`src/rtl/pool_channel_sequencer_if.sv`:
```
// Bus between the layer controller / feature-map buffers / pooler (master side)
// and the channel sequencer (slave side).
interface pool_channel_sequencer_if #(
  parameter int DATA_WIDTH = 16,
  parameter int ADDR_WIDTH = 10
);
  logic                  start;
  logic [ADDR_WIDTH-1:0] src_base;
  logic [ADDR_WIDTH-1:0] dst_base;
  logic                  busy;
  logic                  done;
  logic                  err;
  logic                  rd_en;
  logic [ADDR_WIDTH-1:0] rd_addr;
  logic [DATA_WIDTH-1:0] rd_data;
  logic                  pool_rst;
  logic                  pool_ce;
  logic [DATA_WIDTH-1:0] pool_data_in;
  logic [DATA_WIDTH-1:0] pool_data_out;
  logic                  pool_valid;
  logic                  wr_en;
  logic [ADDR_WIDTH-1:0] wr_addr;
  logic [DATA_WIDTH-1:0] wr_data;

  modport master (
    output start, src_base, dst_base, rd_data, pool_data_out, pool_valid,
    input  busy, done, err, rd_en, rd_addr, pool_rst, pool_ce, pool_data_in,
           wr_en, wr_addr, wr_data
  );

  modport slave (
    input  start, src_base, dst_base, rd_data, pool_data_out, pool_valid,
    output busy, done, err, rd_en, rd_addr, pool_rst, pool_ce, pool_data_in,
           wr_en, wr_addr, wr_data
  );
endinterface

```
`src/rtl/pool_channel_sequencer.sv`:
```
// Walks NUM_CH channels of a feature map through one pooler: clear, stream the
// pixels in raster order, then collect the pooled results into the destination buffer.
module pool_channel_sequencer #(
  parameter int INPUT_SIZE    = 4,
  parameter int POOL_SIZE     = 2,
  parameter int NUM_CH        = 4,
  parameter int DATA_WIDTH    = 16,
  parameter int ADDR_WIDTH    = 10,
  parameter int DRAIN_TIMEOUT = 64
) (
  input logic                    clk,
  input logic                    master_rst,
  pool_channel_sequencer_if.slave bus
);

  localparam int OUT_SIZE = INPUT_SIZE / POOL_SIZE;
  localparam int NUM_PIX  = INPUT_SIZE * INPUT_SIZE;
  localparam int NUM_OUT  = OUT_SIZE * OUT_SIZE;
  localparam int CH_W     = (NUM_CH > 1) ? $clog2(NUM_CH) : 1;
  localparam int PIX_W    = $clog2(NUM_PIX + 1);
  localparam int OUT_W    = $clog2(NUM_OUT + 1);
  localparam int DRAIN_W  = $clog2(DRAIN_TIMEOUT + 1);

  localparam logic [CH_W-1:0]    CH_LAST    = CH_W'(NUM_CH - 1);
  localparam logic [PIX_W-1:0]   PIX_LAST   = PIX_W'(NUM_PIX - 1);
  localparam logic [OUT_W-1:0]   OUT_FULL   = OUT_W'(NUM_OUT);
  localparam logic [DRAIN_W-1:0] DRAIN_LAST = DRAIN_W'(DRAIN_TIMEOUT - 1);

  if ((INPUT_SIZE % POOL_SIZE) != 0 || NUM_CH < 1) begin : g_param_check
    $error("pool_channel_sequencer: INPUT_SIZE must be a multiple of POOL_SIZE and NUM_CH >= 1");
  end

  typedef enum logic [2:0] {
    S_IDLE, S_CLR, S_STREAM, S_DRAIN, S_NEXT, S_DONE
  } state_t;

  state_t                state;
  logic [CH_W-1:0]       ch;
  logic [PIX_W-1:0]      pix;
  logic [OUT_W-1:0]      out_cnt;
  logic [DRAIN_W-1:0]    drain_cnt;
  logic [ADDR_WIDTH-1:0] src_base_q;
  logic [ADDR_WIDTH-1:0] dst_base_q;
  logic [ADDR_WIDTH-1:0] ch_src_off;
  logic [ADDR_WIDTH-1:0] ch_dst_off;
  logic                  capture_window;

  // Per-channel offsets wrap modulo 2^ADDR_WIDTH along with the base addition.
  assign ch_src_off     = ADDR_WIDTH'(int'(ch) * NUM_PIX);
  assign ch_dst_off     = ADDR_WIDTH'(int'(ch) * NUM_OUT);
  assign capture_window = (state == S_STREAM) || (state == S_DRAIN);

  assign bus.pool_data_in = bus.rd_data;

  // NOTE: every register here uses <= so all of them see the pre-edge values of
  // one another; a blocking = would make later statements read half-updated state.
  always_ff @(posedge clk) begin
    if (master_rst) begin
      state         <= S_IDLE;
      ch            <= '0;
      pix           <= '0;
      out_cnt       <= '0;
      drain_cnt     <= '0;
      src_base_q    <= '0;
      dst_base_q    <= '0;
      bus.busy      <= 1'b0;
      bus.done      <= 1'b0;
      bus.err       <= 1'b0;
      bus.rd_en     <= 1'b0;
      bus.rd_addr   <= '0;
      bus.pool_rst  <= 1'b1;
      bus.pool_ce   <= 1'b0;
      bus.wr_en     <= 1'b0;
      bus.wr_addr   <= '0;
      bus.wr_data   <= '0;
    end else begin
      // The pooler consumes rd_data, which lags rd_en by one cycle.
      bus.pool_ce <= bus.rd_en;
      bus.done    <= 1'b0;
      bus.wr_en   <= 1'b0;

      if (capture_window && bus.pool_valid) begin
        if (out_cnt < OUT_FULL) begin
          bus.wr_en   <= 1'b1;
          bus.wr_data <= bus.pool_data_out;
          bus.wr_addr <= dst_base_q + ch_dst_off + ADDR_WIDTH'(out_cnt);
          out_cnt     <= out_cnt + 1'b1;
        end else begin
          bus.err <= 1'b1;
        end
      end

      case (state)
        S_IDLE: begin
          bus.pool_rst <= 1'b1;
          if (bus.start) begin
            src_base_q <= bus.src_base;
            dst_base_q <= bus.dst_base;
            ch         <= '0;
            bus.err    <= 1'b0;
            bus.busy   <= 1'b1;
            state      <= S_CLR;
          end
        end

        S_CLR: begin
          pix          <= '0;
          out_cnt      <= '0;
          drain_cnt    <= '0;
          bus.pool_rst <= 1'b0;
          bus.rd_en    <= 1'b1;
          bus.rd_addr  <= src_base_q + ch_src_off;
          state        <= S_STREAM;
        end

        S_STREAM: begin
          if (pix == PIX_LAST) begin
            bus.rd_en <= 1'b0;
            state     <= S_DRAIN;
          end else begin
            pix         <= pix + 1'b1;
            bus.rd_addr <= bus.rd_addr + 1'b1;
          end
        end

        S_DRAIN: begin
          drain_cnt <= drain_cnt + 1'b1;
          // out_cnt and wr_en advance on the same edge, so a full count means the
          // last write is already on the bus and nothing is left pending.
          if (out_cnt == OUT_FULL) begin
            state <= S_NEXT;
          end else if (drain_cnt == DRAIN_LAST) begin
            bus.err <= 1'b1;
            state   <= S_NEXT;
          end
        end

        S_NEXT: begin
          if (ch == CH_LAST) begin
            bus.done <= 1'b1;
            state    <= S_DONE;
          end else begin
            ch           <= ch + 1'b1;
            bus.pool_rst <= 1'b1;
            state        <= S_CLR;
          end
        end

        S_DONE: begin
          bus.busy     <= 1'b0;
          bus.pool_rst <= 1'b1;
          state        <= S_IDLE;
        end

        default: state <= S_IDLE;
      endcase
    end
  end

endmodule
```
`src/flat_wrapper.sv`:
```
// flat-port wrapper written by rule: the top's interface ports become plain ports
module pool_channel_sequencer_flat 
#(
  parameter int INPUT_SIZE    = 4,
  parameter int POOL_SIZE     = 2,
  parameter int NUM_CH        = 4,
  parameter int DATA_WIDTH    = 16,
  parameter int ADDR_WIDTH    = 10,
  parameter int DRAIN_TIMEOUT = 64
)
  (clk, master_rst, bus_start, bus_src_base, bus_dst_base, bus_rd_data, bus_pool_data_out, bus_pool_valid, bus_busy, bus_done, bus_err, bus_rd_en, bus_rd_addr, bus_pool_rst, bus_pool_ce, bus_pool_data_in, bus_wr_en, bus_wr_addr, bus_wr_data);
  pool_channel_sequencer_if #(.DATA_WIDTH(DATA_WIDTH), .ADDR_WIDTH(ADDR_WIDTH)) bus_i ();
  input logic clk;
  input logic master_rst;
  input wire logic [$bits(bus_i.start)-1:0] bus_start;
  input wire logic [$bits(bus_i.src_base)-1:0] bus_src_base;
  input wire logic [$bits(bus_i.dst_base)-1:0] bus_dst_base;
  input wire logic [$bits(bus_i.rd_data)-1:0] bus_rd_data;
  input wire logic [$bits(bus_i.pool_data_out)-1:0] bus_pool_data_out;
  input wire logic [$bits(bus_i.pool_valid)-1:0] bus_pool_valid;
  output wire logic [$bits(bus_i.busy)-1:0] bus_busy;
  output wire logic [$bits(bus_i.done)-1:0] bus_done;
  output wire logic [$bits(bus_i.err)-1:0] bus_err;
  output wire logic [$bits(bus_i.rd_en)-1:0] bus_rd_en;
  output wire logic [$bits(bus_i.rd_addr)-1:0] bus_rd_addr;
  output wire logic [$bits(bus_i.pool_rst)-1:0] bus_pool_rst;
  output wire logic [$bits(bus_i.pool_ce)-1:0] bus_pool_ce;
  output wire logic [$bits(bus_i.pool_data_in)-1:0] bus_pool_data_in;
  output wire logic [$bits(bus_i.wr_en)-1:0] bus_wr_en;
  output wire logic [$bits(bus_i.wr_addr)-1:0] bus_wr_addr;
  output wire logic [$bits(bus_i.wr_data)-1:0] bus_wr_data;
  assign bus_i.start = bus_start;
  assign bus_i.src_base = bus_src_base;
  assign bus_i.dst_base = bus_dst_base;
  assign bus_i.rd_data = bus_rd_data;
  assign bus_i.pool_data_out = bus_pool_data_out;
  assign bus_i.pool_valid = bus_pool_valid;
  assign bus_busy = bus_i.busy;
  assign bus_done = bus_i.done;
  assign bus_err = bus_i.err;
  assign bus_rd_en = bus_i.rd_en;
  assign bus_rd_addr = bus_i.rd_addr;
  assign bus_pool_rst = bus_i.pool_rst;
  assign bus_pool_ce = bus_i.pool_ce;
  assign bus_pool_data_in = bus_i.pool_data_in;
  assign bus_wr_en = bus_i.wr_en;
  assign bus_wr_addr = bus_i.wr_addr;
  assign bus_wr_data = bus_i.wr_data;
  pool_channel_sequencer #(.INPUT_SIZE(INPUT_SIZE), .POOL_SIZE(POOL_SIZE), .NUM_CH(NUM_CH), .DATA_WIDTH(DATA_WIDTH), .ADDR_WIDTH(ADDR_WIDTH), .DRAIN_TIMEOUT(DRAIN_TIMEOUT)) u_core (.clk(clk), .master_rst(master_rst), .bus(bus_i));
endmodule
```
`config.mk`:
```
export PLATFORM = sky130hd
export DESIGN_NAME = pool_channel_sequencer_flat
export DESIGN_NICKNAME = d
export VERILOG_FILES = /design/src/rtl/pool_channel_sequencer_if.sv /design/src/rtl/pool_channel_sequencer.sv /design/src/flat_wrapper.sv
export SDC_FILE = /design/constraint.sdc
export NUM_CORES = 1
export LEC_CHECK = 0
export BUFFER_PORTS_ARGS = -buffer_cell sky130_fd_sc_hd__buf_2
export CORE_ASPECT_RATIO = 1.5
export CORE_UTILIZATION = 30
export CTS_CLUSTER_SIZE = 24
export DETAILED_ROUTE_END_ITERATION = 10
export GPL_TIMING_DRIVEN = 0
export PLACE_DENSITY = 0.6
export RECOVER_POWER = 100
export SETUP_SLACK_MARGIN = 0.1
export SLEW_MARGIN = 10
export SYNTH_ARGS = -nofsm -noshare
export SYNTH_HDL_FRONTEND = slang
export SYNTH_SLANG_ARGS = --single-unit
```
`constraint.sdc`:
```
create_clock -name clk -period 3.1 [get_ports clk]
set_input_delay 0.62 -clock clk [delete_from_list [all_inputs] [get_ports clk]]
set_output_delay 0.62 -clock clk [all_outputs]
set_load 0.05 [all_outputs]
```
# --- Word level (Yosys, flattened, before mapping) ---
# Index checks and enable logic that the tools add are counted.
totals:
  reg_bits: 83
  word_cells: 90
  out_inout_bits: 59
op_classes:
  n_eq_ne: 14
  addsub: 8
  mux: 28
  order_cmp: 1
  reduce_logical: 20
  bitwise: 2
ops:
  columns: ["operator", "count"]
  rows:
  - ["$pmux W10 S2", 1]
  - ["$mux W3", 5]
  - ["$pmux W3 S5", 1]
  - ["$pmux W7 S2", 1]
  - ["$reduce_and A2 Y1", 6]
  - ["$add A10 B1 Y10 const B", 1]
  - ["$add A10 B3 Y10", 1]
  - ["$add A10 B4 Y10", 1]
  - ["$add A10 B6 Y10", 1]
  - ["$mux W1", 10]
  - ["$mux W10", 1]
  - ["$pmux W5 S2", 1]
  - ["$eq A3 B3 Y1 const B", 3]
  - ["$ne A2 B2 Y1 const B", 4]
  - ["$reduce_bool A2 Y1", 4]
  - ["$reduce_or A2 Y1", 4]
  - ["$add A7 B1 Y7 const B", 1]
  - ["$eq A7 B6 Y1 const B", 1]
  - ["$eq A3 B2 Y1 const B", 2]
  - ["$pmux W1 S2", 3]
  - ["$reduce_and A3 Y1", 2]
  - ["$add A5 B1 Y5 const B", 1]
  - ["$eq A5 B4 Y1 const B", 1]
  - ["$mux W5", 1]
  - ["other kinds (14)", 16]

# --- Longest topological paths before layout ---
depth:
  ltp_word: 7
  mapped_depth: 9

# --- Least setup slack after synthesis ---
# OpenSTA, ideal clock, no wires.
synth_timing:
  path_kind: "reg-to-reg"
  startpoint: "register u_core.out_cnt[2]"
  endpoint: "register u_core.bus.wr_addr[8] (netlist name)"
  t_required_ns: 3.014
  t_arrival_ns: 2.054
  path_slack_ns: 0.961
  setup_time_ns: 0.086
  path_stages_with_launch: 10
  cell_sequence: "dfxtp_1 -> inv_1 -> fa_1 -> inv_1 -> ha_1 -> a211oi_1 -> nor2_1 -> o2111ai_1 -> xor2_1 -> a211oi_1"
synth_via:
  elab_chain_len: 2
synth_lines:
  columns: ["element", "line_no", "rtl"]
  rows:
  - ["from (decl)", "pool_channel_sequencer.sv:40", "logic [OUT_W-1:0] out_cnt;"]
  - ["from (signal assigned)", "pool_channel_sequencer.sv:87", "out_cnt <= out_cnt + 1'b1;"]
  - ["branches (longest 2 deep; another with $add A10 B3 Y10)", null, null]
  - ["to (signal assigned)", "pool_channel_sequencer.sv:86", "bus.wr_addr <= dst_base_q + ch_dst_off + ADDR_WIDTH'(out_cnt);"]
  - ["to (decl)", "pool_channel_sequencer_if.sv:34", "wr_en, wr_addr, wr_data"]
# Parallel ways; which one is timed is not known.
# A chain may end at the register's enable or synchronous reset.

# --- Worst setup path in the final report ---
layout_timing:
  startpoint: "register u_core.pix[0]"
  endpoint: "register u_core.bus.rd_addr[4]"
layout_via:
  elab_chain_len: 3
layout_lines:
  columns: ["element", "line_no", "rtl"]
  rows:
  - ["from (decl)", "pool_channel_sequencer.sv:39", "logic [PIX_W-1:0] pix;"]
  - ["from (signal assigned)", "pool_channel_sequencer.sv:121", "pix <= pix + 1'b1;"]
  - ["$eq A5 B4 Y1", "pool_channel_sequencer.sv:117", "if (pix == PIX_LAST) begin"]
  - ["$ne A2 B2 Y1 (no line)", null, null]
  - ["$reduce_and A2 Y1 (no line)", null, null]
  - ["to (signal assigned)", "pool_channel_sequencer.sv:112", "bus.rd_addr <= src_base_q + ch_src_off;"]
  - ["to (signal assigned)", "pool_channel_sequencer.sv:122", "bus.rd_addr <= bus.rd_addr + 1'b1;"]
  - ["to (decl)", "pool_channel_sequencer_if.sv:33", "output busy, done, err, rd_en, rd_addr, pool_rst, pool_ce, pool_data_in,"]
# No other way between the ends.

==> results.md <==
- Outcome: complete, no violations
- P&R area growth vs syn: 23.15%
- Post-synth cell types: 46
- Relative slew slack: a little under 30%
- Worst-margin pin slew: about 1.0 ns
- Vias in the first global route: ~3,500
- Hold-fix buffers, CTS: 0
- RSZ-0062 raised after global routing: no
- Diode count: 0
- # rows: 50
- Design Area, Final: around 4800 um2
- Final hold violations: 0
- Die area: about 13,000 um2
- Worst Hold Launch: u_core.bus.wr_data[10]
- DR vias/cell: 4.867
- Crit Path Max Fanout: 10
- Sw Share: between 30% and 40%
- Via total after detailed routing: around 3,700
- Post-synth top area cell: dfxtp_1
- Final slew viol count: 0
- CTS tree: built
- Psw: a little over 0.9 mW
- R2R Path End: u_core.bus.rd_addr[4]
- Max Fclk: 0.4015 GHz
- Crit path max-delay cell type: o21ai_0
- Seq pwr share: between 40% and 50%
- Initial Util: a little under a third
- Multi-input logic area: 1909 um2
- Filler cell count in the final layout: between 1,000 and 1,500
- R2r startpoint: u_core.pix[0]
- Pwr Density: just under 600 nW/um2
- Worst-path clk slew: roughly 0.070 ns
- R2R depth: 8
- Reg area: between 1500 and 2000 um2
- Ports: approximately 120
- Clk_skew: about 0.0065 ns
- Wire length per cell: 13.46 um
- Family with the most delay on the worst path: compound AO/OA/AOI/OAI gates
- Routed wire length: a little over 10,000 um
- Mapped Nets: roughly 560
- Die Y: 140.9 um
- CP endpoint kind: register
- Worst path bufs/invs: 1
- Crit path launch type: register
- Cell chain of the critical path: ha_1, and3_1, ha_1, o21ai_0, clkbuf_1, o21ai_0, a21oi_1, nor2_1
- Crit path largest cell delay: between 0.5 and 0.6 ns
- Syn Inst Count: about 480
- Global-route wire length before repair: roughly 16,000 um
- Largest net degree at the start of global routing: 16
- Core area: roughly 13,000 um2
- CTS Root Cell: clkbuf_16
- Grt total ovfl: 0
- CP Data Required Time: roughly 3.3 ns
- Hold Crit Class: reg -> reg
- YS warnings: 0
- Clock power share: 38.4%
- CTS Buffer Depth: 2
- Dpl cell area: around 4500 um2
- TritonCTS Sinks: 83
- CTS resizes: 0
- Inserted Clock Buffers: 9
- Commonest cells after routing, fill and taps aside: 99 x nand2_1, 85 x clkbuf_1, 83 x dfxtp_1
- Avg Inst Size Synth: roughly 8 um2
- Final ANT Viol Nets: 0
- Max_cap viols: 0
- Sum of negative setup slack: 0 ns
- Comb power frac: between 10% and 20%
- Initial DRC count: between 100 and 150
- Commonest non-fill, non-tap cell in the layout: nand2_1
- Synth top area cells: dfxtp_1 43%, a21oi_1 9.7%, nand2_1 9.6%, ha_1 5.2%, nor2_1 3.9%
- Reg2reg setup slack: about 0.61 ns
- Clock latency at the later pin of the worst-skew pair: about 0.34 ns
- Post-synthesis cell area: between 3000 and 4000 um2
- Nets: approximately 670
- Crit path time final: approximately 2.5 ns
- Pleak: 1.791 nW
- Layout cells sized above 1: about an eighth
- #FFs+latches synth: 83
- GP Congestion: between 0.8 and 0.9
- VDD IR max: roughly 0.26 mV
- Arrival @ worst endpoint: roughly 2.7 ns
- Global-route usage over all layers: between 15 and 20%
- Setup repair bufs after CTS: 0
- # setup viols final: 0
- Seq/Total Area, Yosys: between 40 and 50%
- P_int: approximately 1.9 mW
- H-tree depth: 3
- Router iterations before antenna repair: 5
- Hold path endpoint: u_core.bus.wr_data[10]
- DRC Markers: 0
- Kind of critical path: reg -> reg
- Hold path depth: 2
- Port bufs: 97
- Fin crit share: approximately four fifths
- Synth top area share: between 40% and 50%
- Antenna violations before repair: 0
- Chip Width: around 95 um
- Dpl hpwl: around 8000 um
[power by group through the flow]
stage	clock network (mW)	logic, mW	registers, mW
final	1.09	0.553	1.19
after global routing	1.15	0.607	1.20
after CTS	1.10	0.576	1.19
after detailed placement	0	0.575	1.21
after global placement	0	0.568	1.21
after floorplan	0	0.306	1.32
[worst max-delay path by stage]
| stage | startpoint | to | cells past startpoint |
|---|---|---|---|
| after floorplan | u_core.out_cnt[2] | u_core.bus.wr_addr[8] | 9 |
| after global placement | u_core.ch[0] | u_core.bus.wr_addr[8] | 9 |
| after detailed placement | u_core.ch[0] | u_core.bus.wr_addr[8] | 9 |
| after CTS | u_core.ch[0] | u_core.bus.wr_addr[8] | 9 |
| after global routing | u_core.pix[0] | u_core.bus.rd_addr[3] | 8 |
| final | u_core.pix[0] | u_core.bus.rd_addr[4] | 8 |
[cell type report]
class                      instances  area share [%]
buffer                            43           4.687
clock inverter                     7           1.632
timing repair buffer              97           8.662
clock buffer                       9           4.739
inverter                          13           1.027
tap                              156           4.107
multi-input combinational        344           40.18
sequential                        83           34.97
[state kept, by name (all words and copies together) (netlist names), 2 cells and up]
signal and count:
u_core.bus.wr_data 16, u_core.bus.rd_addr 10, u_core.bus.wr_addr 10, u_core.dst_base_q 10
u_core.src_base_q 10, u_core.drain_cnt 7, u_core.pix 5, u_core.out_cnt 3
u_core.state 3, u_core.ch 2
[cell usage after synthesis (all sizes together)]
library cell,number
a211oi,8
a21o,1
a21oi,75
a221oi,1
a22oi,1
a2bb2oi,1
a311oi,3
a31oi,3
a32oi,1
and2,1
and2b,1
and3,5
and4,1
buf,21
clkbuf,22
dfxtp,83
fa,3
ha,16
inv,13
nand2,99
nand2b,8
nand3,12
nand3b,4
nand4,4
nor2,40
nor2b,2
nor3,6
nor3b,3
nor4,2
nor4b,2
o2111ai,1
o21a,2
o21ai,14
o311ai,2
o31ai,2
or3,4
or3b,2
xnor2,7
xor2,7
[worst register-to-register path, stage by stage, from the launching register on]
cell      delay (ns)
dfxtp_1         0.33
ha_1            0.23
and3_1          0.19
ha_1            0.27
o21ai_0         0.54
clkbuf_1        0.42
o21ai_0         0.16
a21oi_1         0.17
nor2_1          0.05
[kinds of logic after synthesis]
group	Yosys count	share of synthesized area (%)
buffers and inverters	56	7.198
AOI/OAI and AO/OA	115	16.89
adders and majority gates	19	6.744
DFF	83	43.06
and+or+nand+nor	196	22.92
xor gates and xnor gates	14	3.178
[metal layers]
metal	wire, um	vias up	track usage [%]
li1	-	1851	-
met1	4188	1691	17.78
met2	5203	102	28.13
met3	460	16	3.344
met4	271	0	6.938
met5	0	-	0
[stage by stage]
step	hold WS, ns	util (%)	power (mW)	cells	setup slack, ns
finish	0.4521	37.98	2.832	752	0.6091
global route	0.4682	37.98	2.960	752	0.4428
CTS	0.4529	38.70	2.866	752	0.6412
detailed placement	0.4448	36.28	1.788	736	0.6739
global placement	0.4402	36.28	1.778	736	0.7756
floorplan	0.4363	-	1.628	483	0.9607
(Power assumes the default switching activity.)
